`src/rtl/microwave_timer_ctrl.sv`:
```
// Cook-timer FSM: loads a time, counts it down in PRESCALE-cycle units while powering, handles
// pause, door interlock, cancel and add-time. Optional end-of-cook beep under `MW_BEEP_EN.
module microwave_timer_ctrl #(
    parameter int TW       = 8,
    parameter int PRESCALE = 4,
    parameter int ADD_STEP = 10,
    parameter int BEEP_LEN = 3
) (
    input  logic          clk,
    input  logic          rst,
    input  logic [TW-1:0] tin,
    input  logic          load,
    input  logic          start,
    input  logic          pause,
    input  logic          cancel,
    input  logic          door,
    output logic          p,
    output logic          busy,
    output logic          done,
    output logic [TW-1:0] tleft,
    output logic          beep
);
    localparam int              PW       = (PRESCALE > 1) ? $clog2(PRESCALE) : 1;
    localparam logic [PW-1:0]   PRE_LAST = PW'(PRESCALE - 1);
    localparam logic [TW:0]     TMAX     = {1'b0, {TW{1'b1}}};
    localparam logic [TW:0]     ADD_W    = (TW+1)'(ADD_STEP);

    if (PRESCALE < 1 || BEEP_LEN < 1) begin : g_bad_cfg
        $error("microwave_timer_ctrl: PRESCALE and BEEP_LEN must be >= 1");
    end

    typedef enum logic [2:0] {
        S_IDLE,
        S_READY,
        S_COOK,
        S_PAUSE,
        S_DONE
    } state_t;

    state_t        state_q, state_d;
    logic [TW-1:0] tleft_q, tleft_d;
    logic [PW-1:0] pre_q, pre_d;
    logic          p_q, busy_q, done_q;

    logic          tick;
    logic [TW-1:0] tdec;
    logic [TW:0]   sum;

    always_comb begin
        state_d = state_q;
        tleft_d = tleft_q;
        pre_d   = pre_q;
        tick    = (pre_q == PRE_LAST);
        tdec    = tick ? tleft_q - 1'b1 : tleft_q;
        sum     = {1'b0, tdec} + ADD_W;
        case (state_q)
            S_IDLE: begin
                if (!cancel && load && tin != '0) begin
                    state_d = S_READY;
                    tleft_d = tin;
                end
            end
            S_READY: begin
                if (cancel) begin
                    state_d = S_IDLE;
                    tleft_d = '0;
                end else if (load) begin
                    tleft_d = tin;
                    if (tin == '0) state_d = S_IDLE;
                end else if (start && !door) begin
                    state_d = S_COOK;
                    pre_d   = '0;
                end
            end
            S_COOK: begin
                if (cancel) begin
                    state_d = S_IDLE;
                    tleft_d = '0;
                    pre_d   = '0;
                end else begin
                    // The cycle just spent powered always counts, even on the edge that pauses.
                    pre_d   = tick ? '0 : pre_q + 1'b1;
                    tleft_d = tdec;
                    if (tick && tleft_q == TW'(1)) begin
                        state_d = S_DONE;
                    end else if (door || pause) begin
                        state_d = S_PAUSE;
                    end else if (start) begin
                        tleft_d = (sum > TMAX) ? {TW{1'b1}} : sum[TW-1:0];
                    end
                end
            end
            S_PAUSE: begin
                if (cancel) begin
                    state_d = S_IDLE;
                    tleft_d = '0;
                    pre_d   = '0;
                end else if (start && !door) begin
                    state_d = S_COOK;
                end
            end
            S_DONE: begin
                if (cancel) begin
                    state_d = S_IDLE;
                    tleft_d = '0;
                end else if (load && tin != '0) begin
                    state_d = S_READY;
                    tleft_d = tin;
                end else if (start) begin
                    state_d = S_IDLE;
                end
            end
            default: begin
                state_d = S_IDLE;
                tleft_d = '0;
                pre_d   = '0;
            end
        endcase
    end

    always_ff @(posedge clk or posedge rst) begin
        if (rst) begin
            state_q <= S_IDLE;
            tleft_q <= '0;
            pre_q   <= '0;
            p_q     <= 1'b0;
            busy_q  <= 1'b0;
            done_q  <= 1'b0;
        end else begin
            state_q <= state_d;
            tleft_q <= tleft_d;
            pre_q   <= pre_d;
            p_q     <= (state_d == S_COOK);
            busy_q  <= (state_d == S_COOK) || (state_d == S_PAUSE);
            done_q  <= (state_d == S_DONE);
        end
    end

    assign p     = p_q;
    assign busy  = busy_q;
    assign done  = done_q;
    assign tleft = tleft_q;

`ifdef MW_BEEP_EN
    localparam int BW = (BEEP_LEN > 1) ? $clog2(BEEP_LEN) : 1;

    logic [BW-1:0] bcnt_q;
    logic          beep_q;

    // Counter holds the number of beep cycles still owed after the current one.
    always_ff @(posedge clk or posedge rst) begin
        if (rst) begin
            beep_q <= 1'b0;
            bcnt_q <= '0;
        end else if (state_d == S_DONE && state_q != S_DONE) begin
            beep_q <= 1'b1;
            bcnt_q <= BW'(BEEP_LEN - 1);
        end else if (state_d == S_DONE && bcnt_q != '0) begin
            bcnt_q <= bcnt_q - 1'b1;
        end else begin
            beep_q <= 1'b0;
            bcnt_q <= '0;
        end
    end

    assign beep = beep_q;
`else
    assign beep = 1'b0;
`endif

endmodule

```
`config.mk`:
```
export PLATFORM = sky130hd
export DESIGN_NAME = microwave_timer_ctrl
export DESIGN_NICKNAME = d
export VERILOG_FILES = /design/src/rtl/microwave_timer_ctrl.sv
export SDC_FILE = /design/constraint.sdc
export NUM_CORES = 1
export LEC_CHECK = 0
export BUFFER_PORTS_ARGS = -buffer_cell sky130_fd_sc_hd__buf_2
export CAP_MARGIN = 20
export CELL_PAD_IN_SITES_DETAIL_PLACEMENT = 0
export CELL_PAD_IN_SITES_GLOBAL_PLACEMENT = 1
export CORE_UTILIZATION = 41
export DETAILED_ROUTE_END_ITERATION = 10
export PLACE_DENSITY = 0.81
export SYNTH_ARGS = -nofsm -noshare
export SYNTH_HDL_FRONTEND = slang
export SYNTH_SLANG_ARGS = --single-unit
```
`constraint.sdc`:
```
create_clock -name clk -period 3.7 [get_ports clk]
set_clock_uncertainty 0.05 [all_clocks]
set_input_delay 0.555 -clock clk [delete_from_list [all_inputs] [get_ports clk]]
set_output_delay 0.555 -clock clk [all_outputs]
set_load 0.05 [all_outputs]
```
==> out/qor.txt <==
TIMING
--------------------------------------------------------------------------------
Final clock period utilization by the worst path                           0.826
Fin. Hold Viols                                                                0
Final worst slack                                                       0.643 ns
Relative slew slack                                                        0.517
Unrepaired setup endpoints after global routing                            false
Highest attainable clock frequency                                     0.327 GHz
Sum of negative setup slack                                                 0 ns
Max-slew violation count                                                       0
Number of setup violations in the final report                                 0
Worst Tran Pin Value                                                    0.714 ns
Min Tclk post-route                                                      3.06 ns

GLOBAL ROUTING
--------------------------------------------------------------------------------
Total grt overflow                                                             0
Vias in the first global route                                             1,449
Largest net degree at the start of global routing                             17
Initial antenna violation count                                                0
First-pass GRT wire length                                               7.05 mm
Total track usage                                                          0.226

PWR
--------------------------------------------------------------------------------
Proportion of total power due to net switching                             0.472
Design internal power                                                     426 uW
Leakage Power                                                           0.695 nW
Part of the power in registers                                             0.338
Worst ir drop on vdd                                                    0.257 mV
Power per unit of standard cell area                                 470 nW/um^2
Combinational group share of total power                                   0.461
Share of total power in the clock network                                  0.201
P_sw                                                                      380 uW

ROUTING
--------------------------------------------------------------------------------
DRC violation count after routing                                              0
Ratio of routed vias to standard cells                                      6.18
Detailed-route via count                                                   1,545
Count of nets left with antenna violations after detail routing                0
Detailed Routing Iterations Pass 1                                             5
Number of DRC violations after detailed-routing iteration 0                  140
Wire length after detailed routing                                       4.18 mm
WL/cell                                                                  16.7 um

SETUP PATH
--------------------------------------------------------------------------------
Number of cells on the worst reg-to-reg path                                  10
Worst setup path category                                             reg -> reg
Startpoint types                                                        register
Worst path arrival time                                                  3.14 ns
R2r setup slk                                                            0.64 ns
Reg-to-reg critical path endpoint                                       tleft[2]
Critical Path Fanout Max                                                      12
Worst Setup EP                                                          tleft[2]
Launching element of the worst setup path                               tleft[0]
Crit. End Element                                                       register
RR Startpoint                                                           tleft[0]
Critical path data required time                                         3.79 ns

FINAL LAYOUT
--------------------------------------------------------------------------------
Ant. Diodes                                                                    0
Number of nets in the layout                                                 225
Proportion of layout cells with a drive suffix above 1                     0.206
Area growth syn-to-layout                                                  12.4%
Fraction of the core area covered by cells at the end of the flow          0.498

YOSYS
--------------------------------------------------------------------------------
Seq/Total Area, Yosys                                                      0.263
Summed instance area of the synthesized netlist                        1530 um^2
Average cell area after synthesis                                      8.24 um^2
#FFs+latches synth                                                            16
Top-count cell post-synth                                           sky130_fd_sc_hd__dfrtp_1
Total nets after synthesis                                                   205
Number of library cell types mapped by synthesis                              59
Dominant register cell in the synthesized netlist                   sky130_fd_sc_hd__dfrtp_1
Post-synthesis instance total                                                185
Library cell with the largest summed area after synthesis           sky130_fd_sc_hd__dfrtp_1
Number of warnings printed during yosys synthesis                              0
Cells taking the most area after synthesis                          sky130_fd_sc_hd__dfrtp_1, sky130_fd_sc_hd__a21oi_1, sky130_fd_sc_hd__o21ai_0
Async set-or-reset flop fraction in the synthesized netlist                 1.00
Most common library cells after synthesis                           sky130_fd_sc_hd__dfrtp_1, sky130_fd_sc_hd__a21oi_1, sky130_fd_sc_hd__o21ai_0
Number of enable flip-flop cells after synthesis                               0
Area share of the largest cell type after synthesis                        0.263

CLOCKING
--------------------------------------------------------------------------------
Hold_buf cts                                                                   0
Number of buffers added by the clock tree synthesis step                       3
Clock-pin transition on the worst setup and hold timing paths            0.07 ns
Resized Gates After CTS                                                        0
Post-CTS setup buffer count                                                    0
CTS Root Cell                                                       sky130_fd_sc_hd__clkbuf_8
Later-pin clock latency in the skew report                               0.26 ns
CTS H-Tree Depth                                                               1
Number of clock sinks                                                         16
Maximum clock insertion buffer count                                           2
CTS tree                                                                     yes

PLACED DESIGN
--------------------------------------------------------------------------------
Pre-CTS setup slack                                                     0.673 ns
Placer Congestion                                                          0.891
Post-detailed-placement half-perimeter wirelength                        3.18 mm
Port buffer count                                                             25

FLOORPLAN
--------------------------------------------------------------------------------
I/O pin count                                                                 27
Chip Height                                                              63.0 um
Total Die Area                                                         3970 um^2
Initial cell density of the core                                           0.443
Die W                                                                    63.0 um
Count of standard-cell rows                                                   21
Core area                                                              3440 um^2

HOLD PATH
--------------------------------------------------------------------------------
Tightest Hold Check Type                                             in -> async

STATUS
--------------------------------------------------------------------------------
Result of the run                                                      completed

RUN
--------------------------------------------------------------------------------
Number of violations of the max-capacitance limit                              0

[flip-flops by register name, indices dropped and copies added (netlist names)]
signal	cells
p	1
busy	1
tleft	8
done	1
pre_q	2
state_q	3
[power groups by stage]
stage,logic [mW],clock network (mW),registers (mW)
after global placement,0.370,0,0.272
final,0.371,0.162,0.272
after floorplan,0.248,0,0.311
after detailed placement,0.368,0,0.276
after global routing,0.402,0.170,0.281
after CTS,0.370,0.163,0.273
[metrics by stage]
stage          cell area (um^2)  total power, mW  cells  hold WS [ns]
5_1_grt                    1710            0.852    250         0.400
2_1_floorplan              1530            0.560    185         0.417
3_5_place_dp               1660            0.644    246         0.475
6_report                   1710            0.805    250         0.330
4_1_cts                    1710            0.806    250         0.361
3_3_place_gp               1660            0.642    246         0.442
[layout by cell type, fill, tap and decap left out, drive strengths merged, types with 6 or more instances in the layout]
| cell type | n |
|---|---|
| nor4 | 6 |
| nand3 | 10 |
| inv | 9 |
| buf | 26 |
| a21oi | 14 |
| nand2 | 12 |
| dfrtp | 16 |
| xnor2 | 6 |
| nor2 | 9 |
| o21ai | 15 |
[routing by layer]
layer	global-route usage	vias up	wire, um	share of wire
met4	0.0552	0	42	0.010
met3	0.0328	6	282	0.067
li1	-	743	-	-
met2	0.375	65	2020	0.48
met5	0	-	0	0
met1	0.306	731	1830	0.44
[final cells by class]
| cell class | instances | area (um^2) |
|---|---|---|
| Timing Repair Buffer | 26 | 133 |
| Inverter | 9 | 33.8 |
| Clock buffer | 4 | 55.1 |
| Fill cell | 333 | 1730 |
| Sequential cell | 16 | 400 |
| Tap cell | 46 | 57.6 |
| Multi-Input combinational cell | 149 | 1030 |
[cell families (layout without fill, tap and decap cells)]
group / after synthesis / count (layout) / synth area share
compound gates: 61 / 61 / 0.272
xor+xnor: 8 / 8 / 0.0509
fa+ha+maj: 6 / 6 / 0.0476
buf+inv: 20 / 39 / 0.0591
flops: 16 / 16 / 0.263
mux: 1 / 1 / 0.00656
other cells: 1 / 1 / 0.00246
simple gates: 72 / 72 / 0.299
[worst max-delay path, stage by stage, from the launching register on]
cell	delay (ns)
sky130_fd_sc_hd__dfrtp_1	0.53
sky130_fd_sc_hd__inv_1	0.14
sky130_fd_sc_hd__ha_1	0.29
sky130_fd_sc_hd__nand2_1	0.13
sky130_fd_sc_hd__xnor2_1	0.18
sky130_fd_sc_hd__ha_1	0.31
sky130_fd_sc_hd__or3_1	0.36
sky130_fd_sc_hd__a311oi_1	0.45
sky130_fd_sc_hd__a2111oi_2	0.11
sky130_fd_sc_hd__a211oi_1	0.27
sky130_fd_sc_hd__o22ai_1	0.11
[worst min-delay path by stage]
stage | startpoint | end | slack (ns) | depth (start not counted)
after floorplan | rst | busy | 0.42 | 1
after global placement | pre_q[0] | pre_q[0] | 0.44 | 1
after detailed placement | pre_q[0] | pre_q[0] | 0.47 | 1
after CTS | rst | state_q[0] | 0.36 | 2
after global routing | rst | done | 0.40 | 2
final | rst | done | 0.33 | 2
Note: power is estimated with default switching activity, not from simulation.
